==> config.mk <==
export PLATFORM = sky130hd
export DESIGN_NAME = seq_calculator
export DESIGN_NICKNAME = d
export VERILOG_FILES = /design/src/rtl/seq_calc_pkg.sv /design/src/rtl/seq_calc_divstep.sv /design/src/rtl/seq_calculator.sv
export SDC_FILE = /design/constraint.sdc
export NUM_CORES = 1
export LEC_CHECK = 0
export BUFFER_PORTS_ARGS = -buffer_cell sky130_fd_sc_hd__buf_2
export CAP_MARGIN = 10
export CORE_ASPECT_RATIO = 1.2
export CORE_MARGIN = 3
export CORE_UTILIZATION = 60
export DETAILED_ROUTE_END_ITERATION = 10
export GPL_ROUTABILITY_DRIVEN = 0
export HOLD_SLACK_MARGIN = 0.06
export PLACE_DENSITY = 0.81
export SLEW_MARGIN = 20
export SYNTH_ARGS = -nofsm -noshare
export SYNTH_HDL_FRONTEND = slang
export SYNTH_SLANG_ARGS = --single-unit
==> constraint.sdc <==
create_clock -name i_clk -period 3.4 [get_ports i_clk]
set_clock_uncertainty 0.1 [all_clocks]
set_input_delay 0.17 -clock i_clk [delete_from_list [all_inputs] [get_ports i_clk]]
set_output_delay 0.17 -clock i_clk [all_outputs]
set_load 0.005 [all_outputs]
==> src/rtl/seq_calc_pkg.sv <==
// -----------------------------------------------------------------------------
// seq_calc_pkg
// Shared definitions for the sequential calculator: opcode constants, FSM
// state encoding and the helper that sizes the iteration counter.
// -----------------------------------------------------------------------------
package seq_calc_pkg;

   localparam logic [1:0] OP_ADD = 2'd0;
   localparam logic [1:0] OP_SUB = 2'd1;
   localparam logic [1:0] OP_MUL = 2'd2;
   localparam logic [1:0] OP_DIV = 2'd3;

   typedef enum logic [1:0] {
      ST_IDLE = 2'd0,
      ST_CALC = 2'd1,
      ST_DONE = 2'd2
   } state_t;

   // Number of bits needed to hold values 0 .. value-1.
   function automatic int clog2(input int value);
      int r;
      r = 0;
      while ((1 << r) < value) r++;
      return r;
   endfunction

endpackage

==> src/rtl/seq_calc_divstep.sv <==
// -----------------------------------------------------------------------------
// seq_calc_divstep
// One combinational restoring-division step: shift the next dividend bit into
// the partial remainder and subtract the divisor if it fits.
// Ports:
//   rem_in       - partial remainder from the previous step (always < divisor)
//   dividend_bit - next dividend bit, MSB first
//   divisor      - divisor (non-zero when this step is used)
//   rem_out      - new partial remainder
//   quot_bit     - quotient bit produced by this step
// -----------------------------------------------------------------------------
module seq_calc_divstep #(
   parameter int WIDTH = 6
) (
   input  logic [WIDTH-1:0] rem_in,
   input  logic             dividend_bit,
   input  logic [WIDTH-1:0] divisor,
   output logic [WIDTH-1:0] rem_out,
   output logic             quot_bit
);

   logic [WIDTH:0] shifted;

   assign shifted  = {rem_in, dividend_bit};
   assign quot_bit = (shifted >= {1'b0, divisor});
   // shifted < 2*divisor, so whichever value is kept fits in WIDTH bits.
   assign rem_out  = WIDTH'(quot_bit ? (shifted - {1'b0, divisor}) : shifted);

endmodule

==> src/rtl/seq_calculator.sv <==
// -----------------------------------------------------------------------------
// seq_calculator
// Multi-cycle unsigned ADD/SUB/MUL/DIV unit with start/done handshake.
// ADD/SUB finish in one cycle; MUL (shift-add) and DIV (restoring) iterate
// WIDTH times. Results and flags hold until the next completion.
// Optional macro SEQCALC_EARLY_TERM_EN: MUL stops once the remaining
// multiplier bits are all zero (B==0 completes immediately).
// Ports:
//   i_clk, i_rstn        - clock (rising edge), async active-low reset
//   i_start, i_op        - request and opcode (0 ADD, 1 SUB, 2 MUL, 3 DIV)
//   i_data1, i_data2     - operand A (dividend), operand B (divisor)
//   o_busy               - high whenever the FSM is not idle
//   o_done               - one-cycle completion pulse
//   o_result, o_rem      - result (2*WIDTH) and DIV remainder (WIDTH)
//   o_div_by_zero        - DIV with B==0 flag, updated with o_done
// -----------------------------------------------------------------------------
module seq_calculator
   import seq_calc_pkg::*;
#(
   parameter int WIDTH = 6
) (
   input  logic               i_clk,
   input  logic               i_rstn,
   input  logic               i_start,
   input  logic [1:0]         i_op,
   input  logic [WIDTH-1:0]   i_data1,
   input  logic [WIDTH-1:0]   i_data2,
   output logic               o_busy,
   output logic               o_done,
   output logic [2*WIDTH-1:0] o_result,
   output logic [WIDTH-1:0]   o_rem,
   output logic               o_div_by_zero
);

   localparam int             CNT_W = clog2(WIDTH + 1);
   localparam logic [CNT_W-1:0] LAST_ITER = CNT_W'(WIDTH - 1);

   state_t             state;
   logic [1:0]         op_q;
   logic [2*WIDTH-1:0] a_q;     // multiplicand (shifts left) / dividend (MSB out)
   logic [WIDTH-1:0]   b_q;     // multiplier (shifts right) / divisor (held)
   logic [2*WIDTH-1:0] acc_q;   // product accumulator / quotient shift register
   logic [WIDTH-1:0]   rem_q;   // partial remainder
   logic [CNT_W-1:0]   cnt_q;

   logic [WIDTH-1:0]   step_rem;
   logic               step_qbit;
   logic [2*WIDTH-1:0] mul_next;
   logic [2*WIDTH-1:0] quot_next;
   logic [2*WIDTH-1:0] sum;
   logic [WIDTH:0]     diff;
   logic               calc_last;

   seq_calc_divstep #(.WIDTH(WIDTH)) u_divstep (
      .rem_in       (rem_q),
      .dividend_bit (a_q[WIDTH-1]),
      .divisor      (b_q),
      .rem_out      (step_rem),
      .quot_bit     (step_qbit)
   );

   assign mul_next  = acc_q + (b_q[0] ? a_q : '0);
   assign quot_next = {acc_q[2*WIDTH-2:0], step_qbit};
   assign sum       = {{WIDTH{1'b0}}, i_data1} + {{WIDTH{1'b0}}, i_data2};
   assign diff      = {1'b0, i_data1} - {1'b0, i_data2};

`ifdef SEQCALC_EARLY_TERM_EN
   // The current iteration consumes b_q[0]; if nothing above it is set, the
   // product is complete after this step.
   assign calc_last = (cnt_q == LAST_ITER) ||
                      ((op_q == OP_MUL) && (b_q[WIDTH-1:1] == '0));
`else
   assign calc_last = (cnt_q == LAST_ITER);
`endif

   assign o_busy = (state != ST_IDLE);

   always_ff @(posedge i_clk or negedge i_rstn) begin
      if (!i_rstn) begin
         state         <= ST_IDLE;
         op_q          <= '0;
         a_q           <= '0;
         b_q           <= '0;
         acc_q         <= '0;
         rem_q         <= '0;
         cnt_q         <= '0;
         o_done        <= 1'b0;
         o_result      <= '0;
         o_rem         <= '0;
         o_div_by_zero <= 1'b0;
      end else begin
         case (state)
            ST_IDLE: begin
               o_done <= 1'b0;
               if (i_start) begin
                  op_q  <= i_op;
                  a_q   <= {{WIDTH{1'b0}}, i_data1};
                  b_q   <= i_data2;
                  acc_q <= '0;
                  rem_q <= '0;
                  cnt_q <= '0;
                  case (i_op)
                     OP_ADD: begin
                        o_result      <= sum;
                        o_rem         <= '0;
                        o_div_by_zero <= 1'b0;
                        o_done        <= 1'b1;
                        state         <= ST_DONE;
                     end
                     OP_SUB: begin
                        o_result      <= {{(WIDTH-1){1'b0}}, diff};
                        o_rem         <= '0;
                        o_div_by_zero <= 1'b0;
                        o_done        <= 1'b1;
                        state         <= ST_DONE;
                     end
                     OP_MUL: begin
`ifdef SEQCALC_EARLY_TERM_EN
                        if (i_data2 == '0) begin
                           o_result      <= '0;
                           o_rem         <= '0;
                           o_div_by_zero <= 1'b0;
                           o_done        <= 1'b1;
                           state         <= ST_DONE;
                        end else begin
                           state <= ST_CALC;
                        end
`else
                        state <= ST_CALC;
`endif
                     end
                     default: begin
                        if (i_data2 == '0) begin
                           o_result      <= {{WIDTH{1'b0}}, {WIDTH{1'b1}}};
                           o_rem         <= i_data1;
                           o_div_by_zero <= 1'b1;
                           o_done        <= 1'b1;
                           state         <= ST_DONE;
                        end else begin
                           state <= ST_CALC;
                        end
                     end
                  endcase
               end
            end

            ST_CALC: begin
               cnt_q <= cnt_q + 1'b1;
               a_q   <= a_q << 1;
               if (op_q == OP_MUL) begin
                  acc_q <= mul_next;
                  b_q   <= b_q >> 1;
               end else begin
                  acc_q <= quot_next;
                  rem_q <= step_rem;
               end
               if (calc_last) begin
                  o_result      <= (op_q == OP_MUL) ? mul_next : quot_next;
                  o_rem         <= (op_q == OP_MUL) ? '0 : step_rem;
                  o_div_by_zero <= 1'b0;
                  o_done        <= 1'b1;
                  state         <= ST_DONE;
               end
            end

            ST_DONE: begin
               o_done <= 1'b0;
               state  <= ST_IDLE;
            end

            default: begin
               o_done <= 1'b0;
               state  <= ST_IDLE;
            end
         endcase
      end
   end

endmodule

==> results.md <==
- Total grt overflow: 0
- Kind of end point of the critical path: flop
- Vias in the first global route: 3477
- I/O pins: 38
- Crit path max fanout: 5
- Core Util, Final: 0.721
- XOR/XNOR Fraction of Synth Area: 0.0379
- Leakage Power: 2.17 nW
- Final Critical Period: 2930 ps
- Synth Area in Simple Gates: 0.168
- Cell depth of the worst hold path: 2
- Post-synth cell types: 52
- CTS tree: built
- DR WL/cell: 17.7 um
- Synth Area in Compound Gates: 0.223
- Final Hold Fails: 0
- Top cell type's share of synthesized area: 0.401
- Switching share of power: 0.435
- Ratio of cells with drive above 1 in the final layout: 0.138
- Vias per std cell: 6.09
- Rel. slew slack: 0.470
- Internal: 0.00225 W
- N_diodes: 0
- Ys async rst share: 1.00
- Combinational power share: 0.501
- Outcome: complete, no violations
- Final Cycle Share: 0.861
- Clk pwr share: 0.169
- Synth warn: 0
- Worst-path clk slew: 70 ps
- Max-cap violations: 0
- NetSw: 0.00173 W
- Worst hold path class: input port to flop
- Final setup viols: 0
- Worst Setup EP: o_result[6]
- RSZ-0062 raised after global routing: no
- Least-Margin Pin Slew: 790 ps
- Reg2reg end: o_result[6]
- Initial antenna violation count: 0
- Synth Instances: 431
- Crit Reg-Reg Startpoint: b_q[0]
- Clk Latency, worst-skew pair: 350 ps
- H-tree level count: 3
- Antenna Violating Nets Remaining: 0
- Initial Utilization: 0.633
- GRT Total Usage: 0.290
- Die Wd: 79.9 um
- Kind of critical path: input port to flop
- Main synth FF type: dfrtp_1
- Largest family of logic cells by synthesized area: compound AO/OA/AOI/OAI gates
- Initial DRC Count: 277
- Die area: 0.00756 sq mm
- Post-synth EDFFs: 0
- Chip height: 94.6 um
- Number of core rows: 31
- Syn Std Cell Area: 0.00393 sq mm
- First-pass GRT wire length: 16700 um
- Via count: 3449
- Avg Cell Area, Syn: 9.11 sq um
- PortBufs: 37
- Area growth, synth to finish: 13.9%
- Router iterations before antenna repair: 5
- Seq pwr share: 0.330
- Startpoint Class: input port
- Synthesized-area fraction occupied by adder cells: 0.101
- Mapped Nets: 478
- Total power draw: 0.00398 W
- CTS Root Cell: clkbuf_8
- Pin count of the biggest net entering global routing: 46
- Cell depth of the worst flop-to-flop path: 9
- TritonCTS buffer count: 9
- Crit path required time: 3570 ps
- CTS Buffer Depth: 2
- Post-synthesis sequential area ratio: 0.401
- Critical Path Source: i_op[0]
- Core box area: 0.00621 sq mm
- Overall routed net length: 10000 um
- Area leader, netlist: dfrtp_1
- PwrDens: 891 mW/mm^2
- Top cells by area, synth: dfrtp_1 40%, ha_1 8.6%, nand2_1 6.2%, o21ai_0 4.7%, nor2_1 3.4%
- Mux share of post-synthesis cell area: 0.0284
- Internal reg-to-reg setup slack: 710 ps
- CTS sink count: 63
- Synth Register Bits: 63
- Final nets: 527
- Post-Route Setup TNS: 0 ps
- Max-slew violations: 0
- Hpwl dp: 6890 um
- F_max: 342 MHz
- Critical path arrival: 3100 ps
- DRC: 0
- Max VDD drop: 0.549 mV
-- flip-flops by register name, summed over array words and instances (netlist names) --
register       count
state              2
b_q                6
o_div_by_zero      1
rem_q              6
op_q               2
a_q               12
o_result          12
o_rem              6
acc_q             12
o_done             1
cnt_q              3
-- cell usage after synthesis (7+ instances only) --
cell type,number
a21oi_1,18
a22o_1,7
a31oi_1,14
and2_1,10
clkbuf_1,7
dfrtp_1,63
ha_1,27
inv_1,14
mux2i_1,10
nand2_1,65
nor2_1,36
nor2b_1,8
nor3_1,7
o21ai_0,37
xnor2_1,13
-- worst max-delay path, cell delays in order --
cell and delay [ps]:
dlygate4sd3_1 550, buf_2 160, nor2b_1 350, mux2i_1 210
fa_1 490, a211oi_2 280, o21bai_1 140, a21oi_1 200
xnor2_1 80, or3_1 330, a21oi_1 130
-- power groups by stage --
stage	combinational (W)	sequential [W]	clock [W]
after global placement	0.00188	0.00131	0
after floorplan	0.00148	0.00126	0
after detailed placement	0.00194	0.00132	0
after CTS	0.00198	0.00131	0.000673
final	0.00200	0.00131	0.000673
after global routing	0.00222	0.00136	0.000704
-- metal layers --
layer | vias to the layer above | share of wire | global-route usage
met1 | 1659 | 0.40 | 0.345
met3 | 27 | 0.056 | 0.0382
met4 | 0 | 0.028 | 0.137
met5 | - | 0 | 0
met2 | 127 | 0.51 | 0.516
li1 | 1636 | - | -
-- cell families (layout without fill, tap and decap cells) --
| kind of cell | after synthesis | count (layout) |
|---|---|---|
| xor gates and xnor gates | 17 | 17 |
| muxes | 11 | 11 |
| buffers and inverters | 31 | 84 |
| DFF | 63 | 63 |
| AOI/OAI and AO/OA | 131 | 131 |
| and+or+nand+nor | 148 | 148 |
| adders and majority gates | 30 | 30 |
-- repair_timing --
action,4_1_cts,5_1_grt
buffers inserted,0,0
hold buffers,12,0
endpoints found under the setup margin,0,0
endpoints found under the hold margin,29,0
gates resized for setup,0,0
-- through the flow --
step	setup WS (ps)	instances	hold WS [ps]	area, sq um
after detailed placement	743	539	24.5	4160
after CTS	586	566	70.4	4470
final	473	566	76.9	4470
after floorplan	897	431	-226	3930
after global routing	349	566	83.2	4470
after global placement	811	539	18.0	4160
-- cells in the final DEF (no fill, tap or decap), drive strengths merged, types with 10 or more instances in the layout --
cell type	netlist	layout
a21oi	19	19
and2	10	10
buf	9	42
dfrtp	63	63
nor2	38	38
clkbuf	7	12
ha	27	27
nand2	65	65
a31oi	14	14
mux2i	10	10
dlygate4sd3	0	12
inv	15	15
o21ai	40	40
xnor2	13	13
-- how the worst min path moves through the flow --
stage | startpoint | end | slack [ps]
global placement | i_rstn | o_result[1] | 20
detailed placement | i_rstn | o_result[1] | 20
global route | i_data1[1] | o_rem[1] | 80
CTS | i_data1[1] | o_rem[1] | 70
finish | i_data1[1] | o_rem[1] | 80
floorplan | i_rstn | a_q[0] | -230
-- cell type report --
| type | count | area, sq um |
|---|---|---|
| clock buffers | 12 | 155 |
| inverters | 15 | 58.8 |
| multi-input cells | 337 | 2200 |
| well taps | 82 | 103 |
| clock inverters | 3 | 42.5 |
| flip-flops and latches | 63 | 1580 |
| fillers | 459 | 1730 |
| repair buffers | 54 | 343 |
Power figures use the tool's default switching activity.
